===== src/rtl/adc_sample_sequencer_pkg.sv =====
// Shared definitions for the ADC sample sequencer: FSM state encoding and
// default parameter values used by the top level and the tick generator.
package adc_sample_sequencer_pkg;

   typedef enum logic [2:0] {
      ST_IDLE,
      ST_SETUP,
      ST_SHIFT,
      ST_HOLD,
      ST_QUIET
   } seq_state_e;

   localparam int DIV_HALF_DEF    = 71;
   localparam int NUM_CH_DEF      = 4;
   localparam int CH_W_DEF        = 2;
   localparam int FRAME_BITS_DEF  = 16;
   localparam int DATA_BITS_DEF   = 12;
   localparam int QUIET_TICKS_DEF = 2;

endpackage


===== src/rtl/adc_tick_gen.sv =====
// Half-period tick generator for the ADC serial clock.
// Counts 0..DIV_HALF-1 and pulses tick_o on the last count. Held cleared
// while clr_i is high so the first tick after release lands exactly
// DIV_HALF clocks later.
//   clk_sys      in  system clock
//   reset_Clock  in  asynchronous active-high reset
//   clr_i        in  synchronous clear (sequencer idle)
//   tick_o       out one-cycle pulse every DIV_HALF clocks while not cleared
module adc_tick_gen #(
   parameter int DIV_HALF = adc_sample_sequencer_pkg::DIV_HALF_DEF
) (
   input  logic clk_sys,
   input  logic reset_Clock,
   input  logic clr_i,
   output logic tick_o
);

   localparam int DW = (DIV_HALF > 1) ? $clog2(DIV_HALF) : 1;
   localparam logic [DW-1:0] LAST = DW'(DIV_HALF - 1);

   logic [DW-1:0] cnt_q, cnt_d;

   always_comb begin
      cnt_d = cnt_q;
      if (clr_i || cnt_q == LAST) begin
         cnt_d = '0;
      end else begin
         cnt_d = cnt_q + DW'(1);
      end
   end

   always_ff @(posedge clk_sys or posedge reset_Clock) begin
      if (reset_Clock) begin
         cnt_q <= '0;
      end else begin
         cnt_q <= cnt_d;
      end
   end

   assign tick_o = !clr_i && (cnt_q == LAST);

endmodule


===== src/rtl/adc_sample_sequencer.sv =====
// Conversion sequencer for a 12-bit serial ADC behind an analog mux.
// Round-robins over the enabled channels, clocks a 16-bit frame in MSB
// first, and publishes each result with its channel tag as a valid pulse.
//   clk_sys       in  system clock
//   reset_Clock   in  asynchronous active-high reset
//   start         in  one-shot conversion request (honoured only when idle)
//   cont_en       in  continuous conversion enable
//   ch_mask       in  enabled channels, sampled at each selection
//   adc_miso      in  serial data from the ADC
//   adc_cs_n      out chip select, active low
//   adc_sclk      out serial clock, idles high
//   adc_ch_sel    out analog mux select
//   busy          out high whenever not idle
//   sample_valid  out one-cycle pulse per completed frame
//   sample_data   out result, held until the next pulse
//   sample_ch     out channel of sample_data
//   frame_err     out leading frame bits were not all zero (with sample_valid)
//
// state    | meaning
// ST_IDLE  | waiting for a request; selects the next channel in one cycle
// ST_SETUP | cs_n low, sclk high, one tick for the mux to settle
// ST_SHIFT | sclk toggles each tick, data captured on rising toggles
// ST_HOLD  | sclk high for one tick, then result is published
// ST_QUIET | cs_n high for QUIET_TICKS ticks between frames
module adc_sample_sequencer
   import adc_sample_sequencer_pkg::*;
#(
   parameter int DIV_HALF    = DIV_HALF_DEF,
   parameter int NUM_CH      = NUM_CH_DEF,
   parameter int CH_W        = CH_W_DEF,
   parameter int FRAME_BITS  = FRAME_BITS_DEF,
   parameter int DATA_BITS   = DATA_BITS_DEF,
   parameter int QUIET_TICKS = QUIET_TICKS_DEF
) (
   input  logic                 clk_sys,
   input  logic                 reset_Clock,
   input  logic                 start,
   input  logic                 cont_en,
   input  logic [NUM_CH-1:0]    ch_mask,
   input  logic                 adc_miso,
   output logic                 adc_cs_n,
   output logic                 adc_sclk,
   output logic [CH_W-1:0]      adc_ch_sel,
   output logic                 busy,
   output logic                 sample_valid,
   output logic [DATA_BITS-1:0] sample_data,
   output logic [CH_W-1:0]      sample_ch,
   output logic                 frame_err
);

   localparam int CNT_MAX = (FRAME_BITS > QUIET_TICKS) ? FRAME_BITS : QUIET_TICKS;
   localparam int CNT_W   = (CNT_MAX > 1) ? $clog2(CNT_MAX) : 1;
   localparam logic [CNT_W-1:0] LAST_BIT   = CNT_W'(FRAME_BITS - 1);
   localparam logic [CNT_W-1:0] LAST_QUIET = CNT_W'(QUIET_TICKS - 1);

   seq_state_e              state_q, state_d;
   logic [CNT_W-1:0]        cnt_q, cnt_d;
   logic                    sclk_q, sclk_d;
   logic                    cs_n_q, cs_n_d;
   logic [FRAME_BITS-1:0]   shift_q, shift_d;
   logic [CH_W-1:0]         ch_sel_q, ch_sel_d;
   logic [CH_W-1:0]         last_ch_q, last_ch_d;
   logic                    valid_q, valid_d;
   logic [DATA_BITS-1:0]    data_q, data_d;
   logic [CH_W-1:0]         sch_q, sch_d;
   logic                    err_q, err_d;
   logic                    tick;

   // First enabled channel strictly after 'last', wrapping; 'last' itself is
   // the final candidate so a single enabled bit repeats.
   function automatic logic [CH_W-1:0] pick_next(input logic [CH_W-1:0] last,
                                                 input logic [NUM_CH-1:0] mask);
      logic [CH_W-1:0] res;
      logic            found;
      int              idx;
      res   = last;
      found = 1'b0;
      for (int i = 1; i <= NUM_CH; i++) begin
         idx = (int'(last) + i) % NUM_CH;
         if (!found && mask[idx]) begin
            res   = CH_W'(idx);
            found = 1'b1;
         end
      end
      return res;
   endfunction

   adc_tick_gen #(.DIV_HALF(DIV_HALF)) u_tick (
      .clk_sys     (clk_sys),
      .reset_Clock (reset_Clock),
      .clr_i       (state_q == ST_IDLE),
      .tick_o      (tick)
   );

   always_comb begin
      state_d   = state_q;
      cnt_d     = cnt_q;
      sclk_d    = sclk_q;
      shift_d   = shift_q;
      ch_sel_d  = ch_sel_q;
      last_ch_d = last_ch_q;
      valid_d   = 1'b0;
      data_d    = data_q;
      sch_d     = sch_q;
      err_d     = err_q;
      case (state_q)
         ST_IDLE: begin
            sclk_d = 1'b1;
            if ((start || cont_en) && (|ch_mask)) begin
               ch_sel_d  = pick_next(last_ch_q, ch_mask);
               last_ch_d = ch_sel_d;
               state_d   = ST_SETUP;
            end
         end
         ST_SETUP: begin
            if (tick) begin
               cnt_d   = '0;
               state_d = ST_SHIFT;
            end
         end
         ST_SHIFT: begin
            if (tick) begin
               sclk_d = ~sclk_q;
               if (!sclk_q) begin
                  shift_d = {shift_q[FRAME_BITS-2:0], adc_miso};
                  if (cnt_q == LAST_BIT) begin
                     state_d = ST_HOLD;
                  end else begin
                     cnt_d = cnt_q + CNT_W'(1);
                  end
               end
            end
         end
         ST_HOLD: begin
            if (tick) begin
               valid_d = 1'b1;
               data_d  = shift_q[DATA_BITS-1:0];
               sch_d   = ch_sel_q;
               err_d   = |shift_q[FRAME_BITS-1:DATA_BITS];
               cnt_d   = '0;
               state_d = ST_QUIET;
            end
         end
         ST_QUIET: begin
            if (tick) begin
               if (cnt_q == LAST_QUIET) begin
                  state_d = ST_IDLE;
               end else begin
                  cnt_d = cnt_q + CNT_W'(1);
               end
            end
         end
         default: state_d = ST_IDLE;
      endcase
      // Registered from next state so the pin never glitches on state decode.
      cs_n_d = !((state_d == ST_SETUP) || (state_d == ST_SHIFT) || (state_d == ST_HOLD));
   end

   always_ff @(posedge clk_sys or posedge reset_Clock) begin
      if (reset_Clock) begin
         state_q   <= ST_IDLE;
         cnt_q     <= '0;
         sclk_q    <= 1'b1;
         cs_n_q    <= 1'b1;
         shift_q   <= '0;
         ch_sel_q  <= '0;
         last_ch_q <= CH_W'(NUM_CH - 1);
         valid_q   <= 1'b0;
         data_q    <= '0;
         sch_q     <= '0;
         err_q     <= 1'b0;
      end else begin
         state_q   <= state_d;
         cnt_q     <= cnt_d;
         sclk_q    <= sclk_d;
         cs_n_q    <= cs_n_d;
         shift_q   <= shift_d;
         ch_sel_q  <= ch_sel_d;
         last_ch_q <= last_ch_d;
         valid_q   <= valid_d;
         data_q    <= data_d;
         sch_q     <= sch_d;
         err_q     <= err_d;
      end
   end

   assign adc_cs_n     = cs_n_q;
   assign adc_sclk     = sclk_q;
   assign adc_ch_sel   = ch_sel_q;
   assign busy         = (state_q != ST_IDLE);
   assign sample_valid = valid_q;
   assign sample_data  = data_q;
   assign sample_ch    = sch_q;
   assign frame_err    = err_q;

endmodule

===== config.mk =====
export PLATFORM = sky130hd
export DESIGN_NAME = adc_sample_sequencer
export DESIGN_NICKNAME = d
export VERILOG_FILES = /design/src/rtl/adc_sample_sequencer_pkg.sv /design/src/rtl/adc_tick_gen.sv /design/src/rtl/adc_sample_sequencer.sv
export SDC_FILE = /design/constraint.sdc
export NUM_CORES = 1
export LEC_CHECK = 0
export ABC_CLOCK_PERIOD_IN_PS = 5100
export BUFFER_PORTS_ARGS = -buffer_cell sky130_fd_sc_hd__buf_2
export CAP_MARGIN = 10
export CELL_PAD_IN_SITES_DETAIL_PLACEMENT = 2
export CELL_PAD_IN_SITES_GLOBAL_PLACEMENT = 2
export CORE_MARGIN = 3
export CORE_UTILIZATION = 41
export DETAILED_ROUTE_END_ITERATION = 10
export PLACE_DENSITY_LB_ADDON = 0.1
export SLEW_MARGIN = 40
export SYNTH_ARGS = -nofsm -noshare
export SYNTH_HDL_FRONTEND = slang
export SYNTH_SLANG_ARGS = --single-unit
export TNS_END_PERCENT = 50

===== constraint.sdc =====
create_clock -name clk_sys -period 5.1 [get_ports clk_sys]
set_clock_uncertainty 0.05 [all_clocks]
set_input_delay 0.51 -clock clk_sys [delete_from_list [all_inputs] [get_ports clk_sys]]
set_output_delay 0.51 -clock clk_sys [all_outputs]
set_load 0.03 [all_outputs]

==> impl_metrics.py, run 1 <==
metrics = {
    "status": {
        "status": "complete, no violations",
    },
    "floorplan": {
        "ios": 30,
        "rows": 27,
        "die_x_um": 82.8,
        "die_area_mm2": 0.00686,
        "fp.coreArea_mm2": 0.00561,
        "die_h_um": 82.8,
        "initial_core_util_pct": 43.2,
    },
    "critical_path": {
        "endpoint_kind": "flip-flop",
        "r2r_slack_ns": 2.83,
        "r2r-start": "u_tick.cnt_q[0]",
        "arrival_ns": 2.43,
        "crit_start": "u_tick.cnt_q[0]",
        "critPathKind": "flip-flop to flip-flop",
        "start_kind": "flip-flop",
        "cp-endpoint": "shift_q[7]",
        "cp.required_ns": 5.26,
        "crit_fanout": 17,
        "reg2reg_to": "shift_q[7]",
        "r2r_cells": 6,
    },
    "clock_tree": {
        "hold_buffers": 0,
        "cts-root-buf": "clkbuf_8",
        "cts_resized": 0,
        "cts_tree": "built",
        "clkLatencyLatePin_ns": 0.31,
        "numCtsBuffers": 5,
        "cts.reportedPaths.clkPinSlew_ns": 0.10,
        "clock_sinks": 52,
        "h-tree-depth": 2,
        "clk_path_buf_depth": 2,
        "cts_setup_buffers": 0,
    },
    "drt": {
        "wire_per_inst_um": 18.3,
        "vias": 1622,
        "wl_um": 5500,
        "final_antenna_net_count": 0,
        "drt_iter0_markers": 50,
        "dr.pass1.iters": 4,
        "detail_route.drc_violations": 0,
        "routed_via_density": 5.41,
    },
    "timing": {
        "fin_crit_ns": 2.27,
        "fin_setup_tns_ns": 0,
        "fmax_ghz": 0.440,
        "relSlewSlack_pct": 50.8,
        "period_share_pct": 44.6,
        "worst_pin_slew_ns": 0.737,
        "whs_ns": 0.236,
        "final-setup-viol-count": 0,
        "hold_violations": 0,
        "slew_violations": 0,
        "rsz0062_at_grt": "no",
    },
    "synthesis": {
        "ys_warn_count": 0,
        "async_flop_share_pct": 100,
        "ys_types": 40,
        "syn_inst": 201,
        "synth_nets": 214,
        "synth_area_per_cell_um2": 12.0,
        "ys_ff_latch": 52,
        "synth_edf_count": 0,
        "seq_area_frac_synth_pct": 54.0,
        "synth_area_mm2": 0.00242,
        "ys.flop_type": "dfrtp_1",
    },
    "finish": {
        "layout.nets": 240,
        "final_cell_count_no_fill": 300,
        "antenna_cells": 0,
        "finalInstanceArea_mm2": 0.00268,
        "drive_above_1_share_pct": 34.2,
        "synthToLayoutAreaGrowth_pct": 10.9,
    },
    "global_route": {
        "grt_pass1_vias": 1795,
        "antenna_found_initial": 0,
        "grt_remaining_overflow": 0,
        "grt_pass1_wl_um": 9510,
        "grt_max_degree": 53,
        "grt_usage_pct": 17.3,
    },
    "hold_path": {
        "hold_class": "input pin to asynchronous set/reset pin",
    },
    "power_and_ir_drop": {
        "p_int_mw": 0.525,
        "switching_share_pct": 24.8,
        "leakage_nw": 1.36,
        "p_seq_share_pct": 60.5,
        "peakVddDrop_v": 0.000133,
        "p_switching_mw": 0.173,
        "p_comb_share_pct": 5.1,
        "clkPwrFrac_pct": 34.4,
        "p_per_area_mw_per_mm2": 260,
        "total_power_mw": 0.698,
    },
    "placed_design": {
        "gp_congestion": 0.805,
        "placed_cells": 292,
        "io_buffers": 29,
        "hpwl_um": 4080,
        "placed_area_mm2": 0.00259,
    },
    "flow_run": {
        "maxCapViolCount": 0,
    },
}
## worst min path at each step
| stage | endpoint | start | depth (start not counted) | slack [ns] |
|---|---|---|---|---|
| 2_1_floorplan | u_tick.cnt_q[0] | u_tick.cnt_q[0] | 1 | 0.40 |
| 6_report | u_tick.cnt_q[1] | reset_Clock | 2 | 0.24 |
| 4_1_cts | shift_q[7] | reset_Clock | 2 | 0.25 |
| 5_1_grt | adc_ch_sel[1] | reset_Clock | 2 | 0.28 |
| 3_5_place_dp | u_tick.cnt_q[0] | u_tick.cnt_q[0] | 1 | 0.43 |
| 3_3_place_gp | u_tick.cnt_q[0] | u_tick.cnt_q[0] | 1 | 0.41 |
## worst max-delay path, cell delays in order, from the launching register on
cell     delay, ns
dfrtp_1       0.43
inv_1         0.08
ha_1          0.13
and4b_1       0.26
and2_1        0.39
nand4_4       0.40
mux2_4        0.42
## power groups by stage
stage	registers, mW	clock network (mW)	logic [mW]
final	0.422	0.240	0.0355
after global routing	0.424	0.271	0.0402
after CTS	0.423	0.254	0.0364
after detailed placement	0.431	0	0.0363
after global placement	0.430	0	0.0336
after floorplan	0.429	0	0.0246
## layout make-up
| class | count | area, um^2 |
|---|---|---|
| clock buffer | 5 | 68.8 |
| clock inverter | 3 | 23.8 |
| fill | 585 | 2920 |
| inverter | 11 | 43.8 |
| multi-input combinational | 128 | 1010 |
| sequential | 52 | 1310 |
| tap | 72 | 90.1 |
| timing repair buffer | 29 | 145 |
## layout by cell type, fill, tap and decap left out, types with 4 or more instances in the layout
cell	count
ha_1	4
o21ai_0	6
clkbuf_8	5
buf_2	29
a31oi_1	4
dfstp_2	4
mux2_4	9
nand3_1	8
inv_1	10
nand2_1	7
nor2_1	17
a21oi_1	10
mux2_2	22
dfrtp_1	48
xnor2_1	4
## synthesized netlist by cell type (all sizes together) (3+ instances only)
cell type / count / area (um^2)
mux2: 31 / 383
buf: 4 / 45.0
dfstp: 4 / 105
xnor2: 4 / 35.0
nand2: 7 / 26.3
ha: 4 / 50.1
o21ai: 7 / 35.0
a31oi: 4 / 25.0
nor3: 3 / 20.0
nor2: 17 / 63.8
a21oi: 10 / 50.1
nand3: 9 / 57.6
clkbuf: 6 / 22.5
inv: 11 / 41.3
dfrtp: 48 / 1200
## through the flow
stage	util [%]	setup slack, ns
global placement	46.2	2.99
floorplan	-	3.19
global route	47.9	2.66
detailed placement	46.2	2.84
finish	47.9	2.83
CTS	47.9	2.81
## metal layers
| layer | routed length, um | global-route usage, % |
|---|---|---|
| met1 | 2310 | 20.7 |
| met2 | 2990 | 31.3 |
| met4 | 55 | 4.01 |
| met3 | 151 | 4.07 |
| met5 | 0 | 0 |
## state kept, by name (all words and copies together), names as in the netlist
register / flops
shift_q: 16
sample_data: 12
u_tick.cnt_q: 7
cnt_q: 4
state_q: 3
adc_ch_sel: 2
last_ch_q: 2
sample_ch: 2
adc_cs_n: 1
adc_sclk: 1
frame_err: 1
sample_valid: 1
## kinds of logic (layout without fill, tap and decap cells)
| kind of cell | Yosys count | after routing | share of synthesized area [%] |
|---|---|---|---|
| DFF | 52 | 52 | 54.0 |
| muxes | 31 | 31 | 15.8 |
| AOI/OAI and AO/OA | 34 | 34 | 9.09 |
| adders and majority gates | 4 | 4 | 2.07 |
| xor gates and xnor gates | 6 | 6 | 2.17 |
| and+or+nand+nor | 53 | 53 | 12.4 |
| buffers and inverters | 21 | 48 | 4.50 |
(Power assumes the default switching activity.)
==> run 2, diff against run 1 <==
- ABC_AREA: unset -> 1
- ABC_CLOCK_PERIOD_IN_PS: 5100 -> 1900
- CORE_UTILIZATION: 41 -> 31
- clock period: 5.1 -> 1.9 ns (I/O delays scaled with it)
==> run 2 against run 1 <==
  * Sequential cell count unchanged
  * Utilization is 9.4 points lower
  * Count of clock-buffer cells in the layout is the same
  * Combinational power rose to 3.1 times the previous value
  * Non-clock buffer count is 5 higher
  * Routed wire length increased by 14%
  * Sequential share of layout area fell by 6.0 points
  * Final cell count increased by 49%
  * Largest cell class unchanged
  * Highest routed layer unchanged
==> impl_metrics.py, run 2 <==
metrics = {
    "placed_design": {
        "gp_congestion": 0.791,
        "placed_cells": 438,
        "hpwl_um": 4560,
        "io_buffers": 29,
    },
    "clock_tree": {
        "clk_path_buf_depth": 2,
        "cts_tree": "built",
        "numCtsBuffers": 5,
        "h-tree-depth": 2,
        "cts.reportedPaths.clkPinSlew_ns": 0.10,
        "clkLatencyLatePin_ns": 0.31,
        "cts-root-buf": "clkbuf_8",
        "clock_sinks": 52,
    },
    "timing": {
        "slew_violations": 0,
        "fmax_ghz": 0.581,
        "worst_pin_slew_ns": 0.314,
        "period_share_pct": 90.6,
        "fin_crit_ns": 1.72,
        "hold_violations": 0,
        "fin_setup_tns_ns": 0,
        "relSlewSlack_pct": 78.8,
        "final-setup-viol-count": 0,
        "rsz0062_at_grt": "no",
        "whs_ns": 0.112,
    },
    "synthesis": {
        "ys.flop_type": "dfrtp_1",
        "synth_adder_area_share_pct": 1.90,
        "yosysMostFrequentCell": "nand2_1",
        "synth_area_per_cell_um2": 8.49,
        "synth_top_family_by_area": "simple AND/OR/NAND/NOR gates",
        "synth.largest_area_cell": "dfrtp_1",
        "synthMuxAreaShare_pct": 0,
        "ys_ff_latch": 52,
        "synth_top_area_share_pct": 45.6,
        "syn_inst": 310,
        "ys_types": 31,
        "yosys.area_share.simple_pct": 26.7,
        "synth_compound_area_share_pct": 10.6,
        "synth_nets": 323,
        "seq_area_frac_synth_pct": 49.6,
        "async_flop_share_pct": 100,
        "synthXorXnorAreaFrac_pct": 0.666,
        "ys_warn_count": 0,
        "synth_edf_count": 0,
        "synth_area_mm2": 0.00263,
        "ys_top_cells_by_area": "dfrtp_1 46%, nand2_1 11%, inv_1 7.6%",
        "synth_common_cells": "76 x nand2_1, 53 x inv_1, 48 x dfrtp_1, 18 x nand3_1, 18 x nor2_1",
    },
    "finish": {
        "largest_reg_flops": 16,
        "layout_commonest_cell": "nand2_1",
        "final_util_pct": 38.5,
        "synthToLayoutAreaGrowth_pct": 16.5,
        "final_cell_count_no_fill": 448,
        "antenna_cells": 0,
        "drive_above_1_share_pct": 26.3,
        "layout.nets": 358,
        "final_cell_mix": "76 x nand2_1, 52 x inv_1, 48 x dfrtp_1, 29 x buf_2",
        "largest-register": "shift_q",
    },
    "critical_path": {
        "r2r_cells": 10,
        "endpoint_kind": "flip-flop",
        "r2r_slack_ns": 0.18,
        "reg2reg_to": "sample_ch[0]",
        "cp.required_ns": 2.04,
        "crit_fanout": 30,
        "crit_start": "u_tick.cnt_q[0]",
        "cpPeakStageDelay_ns": 0.43,
        "crit_path_cell_trace": "inv_1, ha_1, nand2_2, nor2_4, nand3_4, nor2_4, nand2_4, buf_12, a21oi_2, inv_1",
        "r2r-start": "u_tick.cnt_q[0]",
        "critPathKind": "flip-flop to flip-flop",
        "start_kind": "flip-flop",
        "cp_slowest_cell": "dfrtp_1",
        "arrival_ns": 1.87,
    },
    "global_route": {
        "grt_pass1_wl_um": 10900,
        "grt_max_degree": 53,
        "grt_remaining_overflow": 0,
        "grt_usage_pct": 13.8,
        "antenna_found_initial": 0,
        "grt_pass1_vias": 2230,
    },
    "drt": {
        "wire_per_inst_um": 14.1,
        "dr.pass1.iters": 4,
        "final_antenna_net_count": 0,
        "vias": 2056,
        "detail_route.drc_violations": 0,
        "drt_iter0_markers": 44,
        "wl_um": 6300,
        "routed_via_density": 4.59,
    },
    "floorplan": {
        "die_x_um": 98.1,
        "fp.coreArea_mm2": 0.00797,
        "die_area_mm2": 0.00963,
        "die_h_um": 98.1,
        "initial_core_util_pct": 33.0,
        "rows": 32,
        "ios": 30,
    },
    "status": {
        "status": "complete, no violations",
    },
    "power_and_ir_drop": {
        "total_power_mw": 2.14,
        "leakage_nw": 1.64,
        "p_per_area_mw_per_mm2": 697,
        "peakVddDrop_v": 0.000313,
    },
    "hold_path": {
        "holdPathEnd": "shift_q[0]",
        "hold_class": "input pin to flip-flop",
        "hp-start": "adc_miso",
        "whs_path_depth": 3,
    },
    "flow_run": {
        "maxCapViolCount": 0,
    },
}
run 2: logic make-up (layout without fill, tap and decap cells):
| group | Yosys count | after routing |
|---|---|---|
| compound gates | 42 | 42 |
| xor+xnor | 2 | 2 |
| fa+ha+maj | 4 | 4 |
| buf+inv | 64 | 99 |
| flops | 52 | 52 |
| simple gates | 146 | 147 |
run 2: worst max path at each step:
| stage | cells after the start | to | slack (ns) |
|---|---|---|---|
| CTS | 8 | shift_q[4] | 0.09 |
| floorplan | 10 | frame_err | 0.39 |
| detailed placement | 9 | shift_q[12] | 0.13 |
| finish | 10 | sample_ch[0] | 0.18 |
| global route | 8 | shift_q[4] | 0.006 |
| global placement | 9 | last_ch_q[0] | 0.25 |
run 2: repair_timing:
action                     CTS  global route
resized for setup            0             1
hold buffers                 1             0
setup buffers                0             0
setup endpoints to repair    0            16
hold endpoints to repair    48             0
run 2: worst max-delay path, delay by kind of cell (launching register included):
kind                     cells  cell delay, ns
flip-flops                   1            0.43
AO/OA/AOI/OAI                1            0.14
adder cells (fa/ha/maj)      1            0.16
buffers and inverters        3            0.31
AND/OR/NAND/NOR              5            0.50
run 2: report_power, final:
part           total (mW)  internal (mW)  leakage [nW]  switching, mW
Sequential           1.11           1.11         0.686        0.00159
Combinational       0.110         0.0350         0.883         0.0748
Clock               0.913          0.530        0.0687          0.383
Total                2.14           1.68          1.64          0.459
run 2: layout make-up:
type | count | area, um^2
Clock buffer | 5 | 68.8
Clock inverter | 3 | 68.8
Inverter | 57 | 215
Tap cell | 102 | 128
Timing Repair Buffer | 34 | 210
Multi-Input combinational cell | 195 | 1070
Sequential cell | 52 | 1310
Fill cell | 935 | 4900
run 2: per-layer routing:
layer	track usage, %	wire length, um	vias to the layer above
li1	-	-	1023
met4	3.47	65	0
met2	23.6	3060	17
met3	2.57	137	4
met5	0	0	-
met1	18.0	3040	1012
run 2: metrics by stage:
step	setup WS [ns]	instance area, um^2
2_1_floorplan	0.386	2630
3_5_place_dp	0.132	2900
5_1_grt	0.00621	3060
3_3_place_gp	0.253	2900
4_1_cts	0.0897	3050
6_report	0.178	3060
